File: src/rtl/uart_pkg.sv
// Shared UART definitions: default bit timing, data width and the frame state
// names used by both the transmitter and the receiver.
package uart_pkg;

    localparam int unsigned BIT_CYCLES_DEF = 868;
    localparam int unsigned DATA_BITS      = 8;

    typedef enum logic [2:0] {
        IDLE   = 3'd0,
        START  = 3'd1,
        DATA   = 3'd2,
        PARITY = 3'd3,
        STOP   = 3'd4
    } uart_state_t;

    function automatic logic even_parity(input logic [DATA_BITS-1:0] b);
        return ^b;
    endfunction

endpackage

File: src/rtl/uart_tx_fifo.sv
// Small synchronous byte FIFO in front of the UART transmitter.
// Storage is registered; the head entry is presented show-ahead on o_pop_data.
module uart_tx_fifo
    import uart_pkg::*;
#(
    parameter int unsigned DEPTH = 4,
    parameter int unsigned WIDTH = DATA_BITS
) (
    input  logic                     clk,
    input  logic                     rst,
    input  logic                     i_push,
    input  logic [WIDTH-1:0]         i_push_data,
    input  logic                     i_pop,
    output logic [WIDTH-1:0]         o_pop_data,
    output logic                     o_full,
    output logic                     o_empty,
    output logic [$clog2(DEPTH):0]   o_count
);

    localparam int unsigned AW = $clog2(DEPTH);
    localparam int unsigned CW = AW + 1;

    logic [WIDTH-1:0] r_mem [DEPTH];
    logic [AW-1:0]    r_wr_ptr;
    logic [AW-1:0]    r_rd_ptr;
    logic [CW-1:0]    r_count;
    logic             w_do_push;
    logic             w_do_pop;

    assign w_do_push = i_push && !o_full;
    assign w_do_pop  = i_pop && !o_empty;

    always_ff @(posedge clk) begin
        if (rst) begin
            r_wr_ptr <= '0;
            r_rd_ptr <= '0;
            r_count  <= '0;
        end else begin
            if (w_do_push) r_wr_ptr <= r_wr_ptr + AW'(1);
            if (w_do_pop)  r_rd_ptr <= r_rd_ptr + AW'(1);
            case ({w_do_push, w_do_pop})
                2'b10:   r_count <= r_count + CW'(1);
                2'b01:   r_count <= r_count - CW'(1);
                default: r_count <= r_count;
            endcase
        end
    end

    // Storage is not reset: the pointers alone define which entries are live.
    always_ff @(posedge clk) begin
        if (w_do_push) r_mem[r_wr_ptr] <= i_push_data;
    end

    assign o_pop_data = r_mem[r_rd_ptr];
    assign o_full     = (r_count == CW'(DEPTH));
    assign o_empty    = (r_count == '0);
    assign o_count    = r_count;

endmodule

File: src/rtl/uart_send.sv
// UART transmitter: FIFO-buffered bytes serialised as 8N1, LSB first.
// Define UART_PARITY_EN to insert an even-parity bit between data and stop.
module uart_send
    import uart_pkg::*;
#(
    parameter int unsigned BIT_CYCLES = BIT_CYCLES_DEF,
    parameter int unsigned FIFO_DEPTH = 4
) (
    input  logic                 clk,
    input  logic                 rst,
    input  logic                 dout_vld,
    input  logic [DATA_BITS-1:0] dout_data,
    output logic                 dout_rdy,
    output logic                 dout,
    output logic                 busy
);

    localparam int unsigned DW = $clog2(BIT_CYCLES);
    localparam int unsigned CW = $clog2(FIFO_DEPTH) + 1;

    uart_state_t          r_state;
    uart_state_t          w_state_nxt;
    logic [DW-1:0]        r_div_cnt;
    logic [2:0]           r_bit_cnt;
    logic [DATA_BITS-1:0] r_shift;
    logic                 r_dout;
    logic                 w_dout_nxt;
    logic                 w_pop;
    logic                 w_push;
    logic                 w_bit_end;
    logic                 w_last_bit;
    logic                 w_fifo_full;
    logic                 w_fifo_empty;
    logic [CW-1:0]        w_fifo_count;
    logic [DATA_BITS-1:0] w_fifo_data;
`ifdef UART_PARITY_EN
    logic                 r_parity;
`endif

    assign w_push   = dout_vld && dout_rdy;
    assign dout_rdy = !w_fifo_full;

    uart_tx_fifo #(
        .DEPTH (FIFO_DEPTH),
        .WIDTH (DATA_BITS)
    ) u_fifo (
        .clk         (clk),
        .rst         (rst),
        .i_push      (w_push),
        .i_push_data (dout_data),
        .i_pop       (w_pop),
        .o_pop_data  (w_fifo_data),
        .o_full      (w_fifo_full),
        .o_empty     (w_fifo_empty),
        .o_count     (w_fifo_count)
    );

    assign w_bit_end  = (r_div_cnt == DW'(BIT_CYCLES - 1));
    assign w_last_bit = (r_bit_cnt == 3'(DATA_BITS - 1));

    always_ff @(posedge clk) begin
        if (rst) r_state <= IDLE;
        else     r_state <= w_state_nxt;
    end

    always_comb begin
        w_state_nxt = r_state;
        w_pop       = 1'b0;
        w_dout_nxt  = 1'b1;
        case (r_state)
            IDLE: begin
                if (!w_fifo_empty) begin
                    w_pop       = 1'b1;
                    w_state_nxt = START;
                end
            end
            START: begin
                w_dout_nxt = 1'b0;
                if (w_bit_end) w_state_nxt = DATA;
            end
            DATA: begin
                w_dout_nxt = r_shift[0];
                if (w_bit_end && w_last_bit) begin
`ifdef UART_PARITY_EN
                    w_state_nxt = PARITY;
`else
                    w_state_nxt = STOP;
`endif
                end
            end
`ifdef UART_PARITY_EN
            PARITY: begin
                w_dout_nxt = r_parity;
                if (w_bit_end) w_state_nxt = STOP;
            end
`endif
            STOP: begin
                // Chain straight into the next start bit when a byte is waiting.
                if (w_bit_end) begin
                    if (!w_fifo_empty) begin
                        w_pop       = 1'b1;
                        w_state_nxt = START;
                    end else begin
                        w_state_nxt = IDLE;
                    end
                end
            end
            default: w_state_nxt = IDLE;
        endcase
    end

    always_ff @(posedge clk) begin
        if (rst) begin
            r_div_cnt <= '0;
            r_bit_cnt <= '0;
            r_shift   <= '0;
            r_dout    <= 1'b1;
`ifdef UART_PARITY_EN
            r_parity  <= 1'b0;
`endif
        end else begin
            r_dout <= w_dout_nxt;

            if (r_state == IDLE || w_bit_end) r_div_cnt <= '0;
            else                              r_div_cnt <= r_div_cnt + DW'(1);

            if (r_state == IDLE || r_state == START)
                r_bit_cnt <= '0;
            else if (r_state == DATA && w_bit_end)
                r_bit_cnt <= r_bit_cnt + 3'd1;

            if (w_pop) begin
                r_shift  <= w_fifo_data;
`ifdef UART_PARITY_EN
                r_parity <= even_parity(w_fifo_data);
`endif
            end else if (r_state == DATA && w_bit_end) begin
                r_shift <= {1'b0, r_shift[DATA_BITS-1:1]};
            end
        end
    end

    assign dout = r_dout;
    assign busy = (r_state != IDLE) || (w_fifo_count != '0);

endmodule

File: config.mk
export PLATFORM = sky130hd
export DESIGN_NAME = uart_send
export DESIGN_NICKNAME = d
export VERILOG_FILES = /design/src/rtl/uart_pkg.sv /design/src/rtl/uart_tx_fifo.sv /design/src/rtl/uart_send.sv
export SDC_FILE = /design/constraint.sdc
export NUM_CORES = 1
export LEC_CHECK = 0
export CORE_MARGIN = 2
export CORE_UTILIZATION = 59
export DETAILED_ROUTE_END_ITERATION = 8
export HOLD_SLACK_MARGIN = 0.12
export PLACE_DENSITY_LB_ADDON = 0.08
export SYNTH_ARGS = -nofsm -noshare
export SYNTH_HDL_FRONTEND = slang
export SYNTH_SLANG_ARGS = --single-unit
File: constraint.sdc
create_clock -name clk -period 3.7 [get_ports clk]
set_clock_uncertainty 0.2 [all_clocks]
set_input_delay 0.74 -clock clk [delete_from_list [all_inputs] [get_ports clk]]
set_output_delay 0.74 -clock clk [all_outputs]
set_load 0.01 [all_outputs]
==> results of run 1 <==
[cell usage in the layout (no fill, tap or decap), drive strengths merged, types with 2 or more instances in the layout]
master         Yosys  routed
a211oi             8       8
a21oi              8       8
and2               2       2
and3               5       5
buf                6       2
clkbuf             3      10
clkdlybuf4s50      0      13
clkinv             0       5
dfxtp             34      34
edfxtp            32      32
ha                 8       8
inv               11      11
mux2i              9       9
mux4               8       8
nand2             10      10
nand3              3       3
nand4              2       2
nor2              18      18
nor3              15      15
nor3b              2       2
o21ai              3       3
or3                4       4
or3b               2       2
xnor2              7       7
xor2               5       5
[critical path: cells and delay by family (launching register included)]
| family | cells | cell delay [ns] |
|---|---|---|
| and+or+nand+nor | 3 | 0.98 |
| adders and majority gates | 3 | 0.81 |
| DFF | 1 | 0.39 |
| AOI/OAI and AO/OA | 2 | 0.29 |
| xor gates and xnor gates | 1 | 0.17 |
| buffers and inverters | 2 | 0.16 |
[worst max-delay path by stage]
stage,slack [ns],cells past startpoint,startpoint,end
finish,0.62,11,r_div_cnt[0],u_fifo.o_count[2]
global route,0.48,11,r_div_cnt[0],u_fifo.o_count[2]
global placement,0.79,11,r_div_cnt[0],u_fifo.o_count[2]
CTS,0.63,11,r_div_cnt[0],u_fifo.o_count[2]
floorplan,0.88,12,r_div_cnt[0],u_fifo.o_count[2]
detailed placement,0.66,11,r_div_cnt[0],u_fifo.o_count[2]
[flip-flops by register name, indices dropped and copies added, names as in the netlist, named ones only]
register	cells
r_div_cnt	10
u_fifo.o_count	3
dout	1
u_fifo.r_rd_ptr	2
r_shift	8
r_bit_cnt	3
u_fifo.r_wr_ptr	2
r_state	3
u_fifo.r_mem	32
[per-layer routing]
metal,track usage,wire length [um],up-vias
li1,-,-,822
met1,0.218,1940,835
met2,0.348,2550,40
met3,0.0562,194,11
met4,0.117,104,0
met5,0,0,-
[Yosys cell counts, drive strengths merged (7+ instances only)]
cell	n	area [um^2]
ha	8	100
a211oi	8	95.1
mux4	8	180
xnor2	7	61.3
edfxtp	32	961
dfxtp	34	681
inv	11	41.3
nor3	15	75.1
a21oi	8	40.0
nor2	18	92.6
mux2i	9	90.1
nand2	10	37.5
[per-stage QoR]
stage	hold WS (ns)	area, um^2
final	0.281	3160
after floorplan	0.239	2850
after detailed placement	0.266	2990
after global placement	0.250	2990
after global routing	0.301	3160
after CTS	0.287	3160
[kinds of logic (layout without fill, tap and decap cells)]
family,Yosys count,in the layout,share of synthesized area
XOR/XNOR,12,12,0.0369
AND/OR/NAND/NOR,69,69,0.140
adder cells (fa/ha/maj),9,9,0.0421
flip-flops,66,66,0.576
buffers and inverters,20,42,0.0417
multiplexers,17,17,0.0948
AO/OA/AOI/OAI,24,24,0.0680
[power breakdown]
group / total (mW) / internal (mW) / switching (mW) / leakage [nW]
logic: 0.528 / 0.251 / 0.277 / 0.462
clock network: 0.544 / 0.300 / 0.244 / 0.0879
registers: 0.965 / 0.880 / 0.0849 / 0.571
[cell type report]
| cell class | instances | share of cell area |
|---|---|---|
| well taps | 54 | 0.0214 |
| multi-input cells | 131 | 0.345 |
| inverters | 11 | 0.0131 |
| flip-flops and latches | 66 | 0.519 |
| repair buffers | 15 | 0.0459 |
| clock inverters | 6 | 0.0154 |
| clock buffers | 10 | 0.0404 |
==> flow_summary_export.csv, run 1 <==
group,metric,value,unit
die,fp.dieW,73.5,um
cts,cts_buffers,9,
critical_path,worstPathRequired,3.76,ns
finish,stdcell_count,293,
power,peakVddDrop,0.380,mV
synthesis,synth_edf_count,32,
cts,cts_setup_buffers,0,
global_route,grt_start_max_net_pins,24,
finish,multi_input_area,1090,um^2
sta,maxSlewViolCount,0,
detailed_routing,vias,1708,
power,total_power,2.04,mW
sta,tns,0,ns
global_route,grtUsageTotal,0.201,
cts,tritoncts,"yes",
cts,clkLatencyLatePin,0.33,ns
finish,synthToLayoutAreaGrowth,10.9,%
die,fp.dieArea,5400,um^2
global_route,first_global_vias,1806,
hold_path,hold_path_depth,1,
synthesis,avgSynthCellArea,13.1,um^2
place,dp.cells,277,
finish,register_area,1640,um^2
finish,num-nets-final,254,
finish,diodes,0,
synthesis,ys_types,45,
detailed_routing,antenna_left,0,
sta,hold_viol,0,
die,die_h,73.5,um
critical_path,crit_slowest_cell,"or2_1",
sta,fin_ws,0.616,ns
cts,clk_pin_slew,0.06,ns
synthesis,async_flop_share,0,
sta,setup_viol,0,
synthesis,ys.flop_type,"dfxtp_1",
critical_path,critical_path_class,"reg2reg",
cts,clock-root-buffer,"clkbuf_8",
detailed_routing,drt_iter0_markers,86,
synthesis,ys_ff_latch,66,
sta,relSlewSlack,0.502,
hold_path,min_to,"r_div_cnt[0]",
sta,finalCritPeriodShare,0.833,
detailed_routing,dr.pass1.iters,4,
global_route,grt_pass1_wl,7.89,mm
critical_path,arrival,3.14,ns
cts,clk_path_buf_depth,2,
finish,fillers,351,
synthesis,syn_nets,237,
place,place_congestion,0.863,
critical_path,cp_common_cell,"ha_1",
synthesis,ys_seq_area_frac,0.576,
die,row_count,25,
detailed_routing,post_drt_wl_per_cell,16.3,um
hold_path,worstHoldStart,"r_div_cnt[0]",
die,fp.coreArea,4690,um^2
critical_path,crit_chain,"ha_1 > nor3b_2 > a31oi_2 > or2_1 > inv_2 > ha_1 > inv_1 > fa_1 > xor2_1 > or3_1 > a21oi_1",
die,initial_core_util,0.607,
hold_path,worstHoldPathType,"reg2reg",
place,dp_hpwl,3.35,mm
place,io_buffers,13,
finish,drive_gt1_frac,0.184,
detailed_routing,drt-total-wl,4.79,mm
synthesis,syn-instance-count,217,
finish,final_util,0.674,
synthesis,yosysWarnings,0,
critical_path,critPathMaxFanout,9,
critical_path,rr_startpoint,"r_div_cnt[0]",
global_route,antenna_found_initial,0,
global_route,overflow,0,
critical_path,critPathLaunchType,"flip-flop",
critical_path,endpoint_kind,"flip-flop",
cts,cts_resized,0,
detailed_routing,viasPerCell,5.83,
sta,clock.fmax,0.324,GHz
detailed_routing,drc_errors,0,
synthesis,syn_area,2850,um^2
power,power.density,644,nW/um^2
cts,cts.sinks,66,
critical_path,reg2regPathDepth,11,
sta,period_minus_slack,3.08,ns
power,power_leakage,1.12,nW
die,ios,14,
outcome,status,"finished clean",
flow_run,maxCapViolCount,0,
critical_path,r2r_end,"u_fifo.o_count[2]",
sta,rsz0062_at_grt,"false",
critical_path,r2r_slack,0.62,ns
cts,ctsHoldBuffers,0,
critical_path,slowest_delay,0.40,ns
sta,tightest_slew,0.745,ns
cts,ctsHtreeMaxLevel,3,
place,dp_slack,0.656,ns
No activity file was read; power rests on OpenSTA's default activity.
==> run 2: changes to the inputs <==
- clock period: 3.7 -> 3 ns (I/O delays scaled with it)
==> run 2 against run 1 <==
Critical path depth unchanged. Clock power grew 47%. Register-to-register slack lost 0.40 ns. Sequential share of layout area fell by 1.0 points. First-iteration DRC count shrank 48%. Utilization increased by 1.4 points. Via count down 1.2%. Wire length decreased by 0.94%. Die area did not move. Cell count up 0.68%. Sequential cell count unchanged.
==> flow_summary_export.csv, run 2 (synthesis gave the netlist of run 1 again) <==
group,metric,value,unit
cts,clkLatencyLatePin,0.34,ns
place,dp.cells,279,
cts,cts.sinks,66,
critical_path,endpoint_kind,"flip-flop",
cts,ctsHtreeMaxLevel,3,
finish,top_regs,"u_fifo.r_mem: 32 flops, r_div_cnt: 10 flops, r_shift: 8 flops",
die,row_count,25,
die,die_h,73.5,um
finish,largest-register,"u_fifo.r_mem",
power,total_power,2.65,mW
critical_path,rr_startpoint,"r_div_cnt[0]",
critical_path,worstPathRequired,3.07,ns
critical_path,r2r_slack,0.22,ns
cts,tritoncts,"yes",
detailed_routing,drc_errors,0,
hold_path,min_to,"r_div_cnt[0]",
die,ios,14,
die,fp.coreArea,4690,um^2
finish,layout_commonest_cell,"dfxtp_1",
outcome,status,"finished clean",
finish,drive_gt1_frac,0.216,
hold_path,worstHoldStart,"r_div_cnt[0]",
place,io_buffers,13,
finish,num-nets-final,256,
sta,finalCritPeriodShare,0.927,
die,initial_core_util,0.607,
cts,clk_path_buf_depth,2,
sta,tns,0,ns
place,placed_area,3000,um^2
hold_path,worstHoldPathType,"reg2reg",
finish,largest_register_ff_count,32,
detailed_routing,dr.pass1.iters,4,
critical_path,r2r_end,"u_fifo.o_count[2]",
finish,stdcell_count,295,
detailed_routing,vias,1687,
critical_path,arrival,2.85,ns
finish,final_cell_mix,"dfxtp_1, edfxtp_1, nor3_1, clkdlybuf4s50_1",
finish,finalInstanceArea,3230,um^2
cts,cts_buffers,9,
critical_path,critPathMaxFanout,4,
cts,clk_pin_slew,0.07,ns
sta,period_minus_slack,2.78,ns
global_route,first_global_vias,1774,
global_route,overflow,0,
sta,clock.fmax,0.360,GHz
flow_run,maxCapViolCount,0,
sta,relSlewSlack,0.641,
finish,final_util,0.688,
sta,tightest_slew,0.538,ns
detailed_routing,drt-total-wl,4.74,mm
die,fp.dieW,73.5,um
power,power_leakage,1.14,nW
critical_path,reg2regPathDepth,11,
global_route,grt_pass1_wl,7.89,mm
place,dp_slack,0.163,ns
power,peakVddDrop,0.448,mV
global_route,antenna_found_initial,0,
finish,diodes,0,
die,fp.dieArea,5400,um^2
finish,fillers,329,
place,dp_hpwl,3.18,mm
sta,maxSlewViolCount,0,
sta,setup_viol,0,
power,power.density,820,nW/um^2
cts,clock-root-buffer,"clkbuf_8",
sta,fin_ws,0.219,ns
sta,holdWs,0.281,ns
global_route,grtUsageTotal,0.203,
global_route,grt_start_max_net_pins,23,
detailed_routing,antenna_left,0,
sta,hold_viol,0,
detailed_routing,viasPerCell,5.72,
detailed_routing,drt_iter0_markers,45,
hold_path,hold_path_depth,1,
detailed_routing,post_drt_wl_per_cell,16.1,um
sta,rsz0062_at_grt,"false",
critical_path,critical_path_class,"reg2reg",
finish,synthToLayoutAreaGrowth,13.2,%
critical_path,critPathLaunchType,"flip-flop",
place,place_congestion,0.866,
==> run 2: cell types whose count changed in the layout (fill, tap and decap cells not counted), sizes merged <==
cell      before  now
bufinv         1    2
inv           11   12
buf            2    4
clkinvlp       0    1
clkinv         5    2
==> run 2: how the worst max path moves through the flow <==
stage               depth (start not counted)                end  slack, ns          from
floorplan                                  12  u_fifo.o_count[2]       0.18  r_div_cnt[0]
global placement                            9  u_fifo.o_count[2]       0.27      dout_vld
detailed placement                          9  u_fifo.o_count[2]       0.16      dout_vld
CTS                                        11  u_fifo.o_count[2]       0.14  r_div_cnt[0]
global route                               11  u_fifo.o_count[2]       0.03  r_div_cnt[0]
finish                                     11  u_fifo.o_count[2]       0.22  r_div_cnt[0]
==> run 2: metal layers <==
layer  part of all wire  vias to the layer above  track usage
li1                   -                      835            -
met1               0.42                      812        0.221
met2               0.52                       30        0.340
met3              0.039                       10       0.0754
met4              0.022                        0        0.115
met5                  0                        -            0
==> run 2: critical path: stages, from the launching register on <==
cell     delay (ns)
dfxtp_1        0.40
ha_2           0.24
nor3b_4        0.24
a31oi_2        0.12
or2_1          0.25
inv_2          0.06
ha_1           0.17
inv_1          0.06
fa_1           0.37
xor2_1         0.16
or3_1          0.31
a21oi_1        0.16
==> run 2: repair_timing <==
| action | CTS | global route |
|---|---|---|
| endpoints found under the hold margin | 0 | 0 |
| setup buffers | 0 | 0 |
| setup endpoints to repair | 0 | 1 |
| gates resized for setup | 0 | 2 |
| hold buffers | 0 | 0 |
==> run 2: cell type report <==
| type | instances | area [um^2] | area share |
|---|---|---|---|
| Clock buffer | 10 | 128 | 0.0396 |
| Clock inverter | 6 | 90.1 | 0.0279 |
| Inverter | 11 | 41.3 | 0.0128 |
| Multi-Input combinational cell | 131 | 1100 | 0.340 |
| Sequential cell | 66 | 1640 | 0.509 |
| Tap cell | 54 | 67.6 | 0.0209 |
| Timing Repair Buffer | 17 | 160 | 0.0496 |
==> run 2: power by group <==
group | switching [mW] | internal [mW]
Combinational | 0.334 | 0.322
Clock | 0.332 | 0.470
Sequential | 0.103 | 1.09
